--- src/rtl/tailight_decoder.sv ---
// Receive-side checker for the tail-light sequencer: decodes mode, counts sweeps, flags illegal sequences.
// Define TAILIGHT_DEC_HOLD_CHECK_EN to treat a long run of identical non-zero samples as an error.
module tailight_decoder #(
  parameter int IDLE_SAMPLES = 8,
  parameter int ERR_W        = 8,
  parameter int MAX_HOLD     = 2
) (
  input  logic             clk,
  input  logic             rst,
  input  logic             sample_en,
  input  logic [3:0]       left_tail,
  input  logic [3:0]       right_tail,
  output logic [1:0]       mode,
  output logic             sweep_done,
  output logic             seq_err,
  output logic [ERR_W-1:0] sweep_count,
  output logic [ERR_W-1:0] err_count
);

  typedef enum logic [1:0] {
    MODE_IDLE  = 2'b00,
    MODE_LEFT  = 2'b01,
    MODE_RIGHT = 2'b10,
    MODE_HAZ   = 2'b11
  } mode_e;

  localparam logic [7:0] IDLE_TH  = 8'(IDLE_SAMPLES);
  localparam logic [7:0] HOLD_LIM = 8'(MAX_HOLD);
`ifdef TAILIGHT_DEC_HOLD_CHECK_EN
  localparam bit HOLD_CHECK = 1'b1;
`else
  localparam bit HOLD_CHECK = 1'b0;
`endif

  function automatic logic [3:0] sweep_pat(input logic [2:0] idx);
    case (idx)
      3'd1:    sweep_pat = 4'b0001;
      3'd2:    sweep_pat = 4'b0011;
      3'd3:    sweep_pat = 4'b0111;
      3'd4:    sweep_pat = 4'b1111;
      default: sweep_pat = 4'b0000;
    endcase
  endfunction

  mode_e            mode_q, mode_d;
  logic [2:0]       step_q, step_d;
  logic [7:0]       off_q, off_d;
  logic [7:0]       hold_q, hold_d;
  logic [3:0]       prev_l_q, prev_l_d;
  logic [3:0]       prev_r_q, prev_r_d;
  logic             done_q, done_d;
  logic             err_q, err_d;
  logic [ERR_W-1:0] sweep_cnt_q, sweep_cnt_d;
  logic [ERR_W-1:0] err_cnt_q, err_cnt_d;

  logic       all_off, same, bad, fin;
  logic [3:0] lane, other;

  always_comb begin
    mode_d      = mode_q;
    step_d      = step_q;
    off_d       = off_q;
    hold_d      = hold_q;
    prev_l_d    = prev_l_q;
    prev_r_d    = prev_r_q;
    done_d      = 1'b0;
    err_d       = 1'b0;
    sweep_cnt_d = sweep_cnt_q;
    err_cnt_d   = err_cnt_q;
    all_off     = (left_tail == 4'h0) && (right_tail == 4'h0);
    same        = (left_tail == prev_l_q) && (right_tail == prev_r_q);
    bad         = 1'b0;
    fin         = 1'b0;
    lane        = 4'h0;
    other       = 4'h0;

    if (sample_en) begin
      prev_l_d = left_tail;
      prev_r_d = right_tail;
      if (all_off) begin
        if (off_q != 8'hFF) off_d = off_q + 8'd1;
      end else begin
        off_d = 8'd0;
      end

      // Hold-run length counts the current sample, so the limit trips on run MAX_HOLD+1.
      if (all_off) begin
        hold_d = 8'd0;
      end else if (!same) begin
        hold_d = 8'd1;
      end else begin
        if (hold_q != 8'hFF) hold_d = hold_q + 8'd1;
        if (HOLD_CHECK && (hold_q >= HOLD_LIM)) bad = 1'b1;
      end

      if (!same) begin
        case (mode_q)
          MODE_IDLE: begin
            if (left_tail == 4'b0001 && right_tail == 4'h0) begin
              mode_d = MODE_LEFT;
              step_d = 3'd1;
            end else if (left_tail == 4'h0 && right_tail == 4'b0001) begin
              mode_d = MODE_RIGHT;
              step_d = 3'd1;
            end else if (left_tail == 4'hF && right_tail == 4'hF &&
                         prev_l_q == 4'h0 && prev_r_q == 4'h0) begin
              mode_d = MODE_HAZ;
              fin    = 1'b1;
            end else if (!all_off) begin
              bad = 1'b1;
            end
          end
          MODE_LEFT, MODE_RIGHT: begin
            lane  = (mode_q == MODE_LEFT) ? left_tail : right_tail;
            other = (mode_q == MODE_LEFT) ? right_tail : left_tail;
            if (other != 4'h0) begin
              bad = 1'b1;
            end else if (step_q == 3'd4) begin
              if (lane == 4'h0) begin
                fin    = 1'b1;
                step_d = 3'd0;
              end else begin
                bad = 1'b1;
              end
            end else if (lane == sweep_pat(step_q + 3'd1)) begin
              step_d = step_q + 3'd1;
            end else begin
              bad = 1'b1;
            end
          end
          default: begin
            if (left_tail == 4'hF && right_tail == 4'hF) fin = 1'b1;
            else if (!all_off) bad = 1'b1;
          end
        endcase
      end

      if (bad) begin
        err_d  = 1'b1;
        mode_d = MODE_IDLE;
        step_d = 3'd0;
        hold_d = 8'd0;
        if (err_cnt_q != '1) err_cnt_d = err_cnt_q + ERR_W'(1);
      end
      if (fin) begin
        done_d      = 1'b1;
        sweep_cnt_d = sweep_cnt_q + ERR_W'(1);
      end
      // A long enough dark run drops back to IDLE even if a sweep just completed.
      if (!bad && (off_d >= IDLE_TH)) begin
        mode_d = MODE_IDLE;
        step_d = 3'd0;
      end
    end
  end

  always_ff @(posedge clk) begin
    if (rst) begin
      mode_q      <= MODE_IDLE;
      step_q      <= 3'd0;
      off_q       <= 8'd0;
      hold_q      <= 8'd0;
      prev_l_q    <= 4'h0;
      prev_r_q    <= 4'h0;
      done_q      <= 1'b0;
      err_q       <= 1'b0;
      sweep_cnt_q <= '0;
      err_cnt_q   <= '0;
    end else begin
      mode_q      <= mode_d;
      step_q      <= step_d;
      off_q       <= off_d;
      hold_q      <= hold_d;
      prev_l_q    <= prev_l_d;
      prev_r_q    <= prev_r_d;
      done_q      <= done_d;
      err_q       <= err_d;
      sweep_cnt_q <= sweep_cnt_d;
      err_cnt_q   <= err_cnt_d;
    end
  end

  assign mode        = mode_q;
  assign sweep_done  = done_q;
  assign seq_err     = err_q;
  assign sweep_count = sweep_cnt_q;
  assign err_count   = err_cnt_q;

endmodule

--- config.mk ---
export PLATFORM = sky130hd
export DESIGN_NAME = tailight_decoder
export DESIGN_NICKNAME = d
export VERILOG_FILES = /design/src/rtl/tailight_decoder.sv
export SDC_FILE = /design/constraint.sdc
export NUM_CORES = 1
export LEC_CHECK = 0
export BUFFER_PORTS_ARGS = -buffer_cell sky130_fd_sc_hd__buf_2
export CORE_MARGIN = 1.5
export CORE_UTILIZATION = 43
export DETAILED_ROUTE_END_ITERATION = 10
export HOLD_SLACK_MARGIN = 0.06
export MAX_ROUTING_LAYER = met4
export PLACE_DENSITY = 0.7
export SYNTH_ARGS = -nofsm -noshare
export SYNTH_HDL_FRONTEND = slang
export SYNTH_SLANG_ARGS = --single-unit
--- constraint.sdc ---
create_clock -name clk -period 3.65 [get_ports clk]
set_input_delay 0.1825 -clock clk [delete_from_list [all_inputs] [get_ports clk]]
set_output_delay 0.1825 -clock clk [all_outputs]
set_load 0.1 [all_outputs]
==> results.cfg <==
[run_status]
status = finished clean

[sta]
fin_ws_ps = 657
hold_viol = 0
setup_viol = 0
min_period_ps = 2990
fin_worst_skew_ps = 10.6
hold_ws_ps = 230
finalSetupTns_ps = 0
finalMaxSlewViolations = 0
period_share = 0.820
rsz0062_at_grt = no
max-slew-margin-rel = 0.480
worstMarginPinSlew_ps = 780
fmax_ghz = 0.334

[routing]
route.met2.wl_mm = 2.49
top_layer_used = met4
wl_per_cell_um = 13.7
firstDrtPassIters = 4
drt_iter0_drc = 94
route.detailed.drc = 0
dr_wl_met3_um = 163
post_drt_via_cell_ratio = 5.61
ant_nets = 0
via_count = 2189
wl_met1_mm = 2.61
wl_mm = 5.36

[power]
p_switching_mw = 0.255
power_density_mw_per_mm2 = 341
p_comb_frac = 0.138
p_leak_nw = 1.14
switching_share = 0.268
intPower_mw = 0.699
seqPwrFrac = 0.464
ir_drop_v = 0.000153
clkPwrFrac = 0.398

[floorplan]
io_pins = 31
die_h_um = 79.4
initial_core_util = 0.451
dieArea_mm2 = 0.00631
rows = 27
core_mm2 = 0.00557
fp.dieW_um = 79.4

[cells_and_area]
final_common_cell = nor2_1
final_cell_mix = nor2_1, dfxtp_1, buf_2
fin_cells = 390
drive_gt1_frac = 0.164
n_antenna_cell = 0
fill_cells = 558
final_nets = 340
syn_to_final_growth_pct = 11.6

[cts]
cts_inserted_buffers = 5
clkTransAtPathRegs_ps = 80
cts_setup_buffers = 0
htreeDepth = 2
cts_tree = done
clk_latency_ps = 290
cts_hold_buffers = 0
numClockSinks = 39
clock-root-buffer = clkbuf_8
clk_path_buf_depth = 2
postCtsResizedCells = 0

[yosys]
synth_edf_count = 0
yosysSeqAreaShare = 0.311
synth_seq_cells = 39
ys_types = 54
synthDominantCellAreaShare = 0.311
synth.area.top_cells = dfxtp_1, mux2i_1, nor2_1
yosys.area.top_type = dfxtp_1
synthCells = 294
syn_nets = 317
synthFlopType = dfxtp_1
synth_area_mm2 = 0.00251
async_reset_ff_frac = 0
synth_warnings = 0
syn_avg_cell_area_um2 = 8.55

[worst_hold_path]
hold_path_depth = 3
min_from = right_tail[3]
hold_class = input pin to flip-flop

[setup_path]
crit_path_end_kind = flip-flop
startpoint = mode[0]
critPathKind = flip-flop to flip-flop
crit-reg2reg-launch = mode[0]
critical_path_required_ps = 3830
start_kind = flip-flop
worst_path_largest_cell_delay_ps = 400
worst-path-buf-inv = 1
crit_fanout = 12
cp_cell_sequence = ha_1, mux2_4, xor2_1, nor3b_1, o211a_4, a2111oi_4, nor3_2, buf_4, nor4b_1, mux2_1
cp_top_family = multiplexers
arrival_ps = 3170
cp.depth = 10
r2r_cells = 10
critPathSlowestCell = dfxtp_1

[global_route]
grt_pass1_vias = 2052
grt_pass1_wl_mm = 9.22
grt_start_max_net_pins = 45
grt_use_total = 0.186
antenna_found_initial = 0
grt.overflow.total = 0

[placed_design]
hpwl_mm = 3.88
post-place-ws_ps = 671
gp_congestion = 0.913
portBuffers = 30
dp.cells = 382

[flow_run]
drv_cap = 0
[metrics by stage]
step	utilization	cell area, um2	power [mW]
6_report	0.503	2800	0.955
5_1_grt	0.503	2800	0.998
4_1_cts	0.503	2800	0.968
3_5_place_dp	0.482	2690	0.585
3_3_place_gp	0.482	2690	0.582
2_1_floorplan	-	2510	0.556
[cell usage after synthesis, drive strengths merged, types with 2 or more instances]
cell / number
nor4b: 3
nand3b: 2
nand2: 14
inv: 12
o21ai: 12
nand3: 7
a21oi: 9
xnor2: 12
or4: 3
nand2b: 4
nor3: 5
nor2b: 7
nor3b: 2
nor4: 5
buf: 7
mux2: 7
o22ai: 3
dfxtp: 39
o31ai: 4
ha: 12
xor2: 9
and3: 4
nand4: 10
a31oi: 3
o41ai: 4
a211oi: 4
a22oi: 3
or3: 5
mux2i: 17
clkbuf: 8
nor2: 44
[worst reg2reg max path, stage by stage (launching register included)]
cell and delay [ps]:
dfxtp_1 400, ha_1 340, mux2_4 350, xor2_1 150, nor3b_1 80, o211a_4 270, a2111oi_4 350, nor3_2 80
buf_4 180, nor4b_1 330, mux2_1 350
[registers in the layout, summed over array words and instances (netlist names)]
register	count
step_q	3
prev_r_q	4
err_count	8
mode	2
seq_err	1
sweep_done	1
sweep_count	8
off_q	8
prev_l_q	4
[power groups by stage]
stage / logic (mW) / registers [mW] / clock network [mW]
detailed placement: 0.131 / 0.453 / 0
global route: 0.144 / 0.445 / 0.410
floorplan: 0.0768 / 0.480 / 0
global placement: 0.129 / 0.453 / 0
CTS: 0.132 / 0.443 / 0.393
finish: 0.132 / 0.443 / 0.380
[routing by layer]
metal | up-vias | GRT usage
li1 | 1096 | -
met1 | 1047 | 0.242
met2 | 35 | 0.288
met3 | 11 | 0.0354
met4 | 0 | 0.0667
met5 | - | -
[cells by family after synthesis]
| logic type | after synthesis | synth area share |
|---|---|---|
| compound gates | 54 | 0.155 |
| xor+xnor | 21 | 0.0762 |
| fa+ha+maj | 12 | 0.0598 |
| buf+inv | 27 | 0.0478 |
| flops | 39 | 0.311 |
| mux | 24 | 0.104 |
| simple gates | 117 | 0.247 |
[final cells by class]
type                    count  area (um2)  area share
multi-input cells         228        1610       0.575
clock buffers               6        82.6      0.0295
repair buffers             31         158      0.0562
well taps                  72        90.1      0.0321
flip-flops and latches     39         781       0.279
clock inverters             2        35.0      0.0125
inverters                  12        45.0      0.0161
[worst paths after layout]
path | to | slack, ps
max | err_count[3] | 660
max reg2reg | err_count[3] | 660
min reg2reg | err_count[6] | 500
min | prev_r_q[3] | 230
Power figures use the tool's default switching activity.
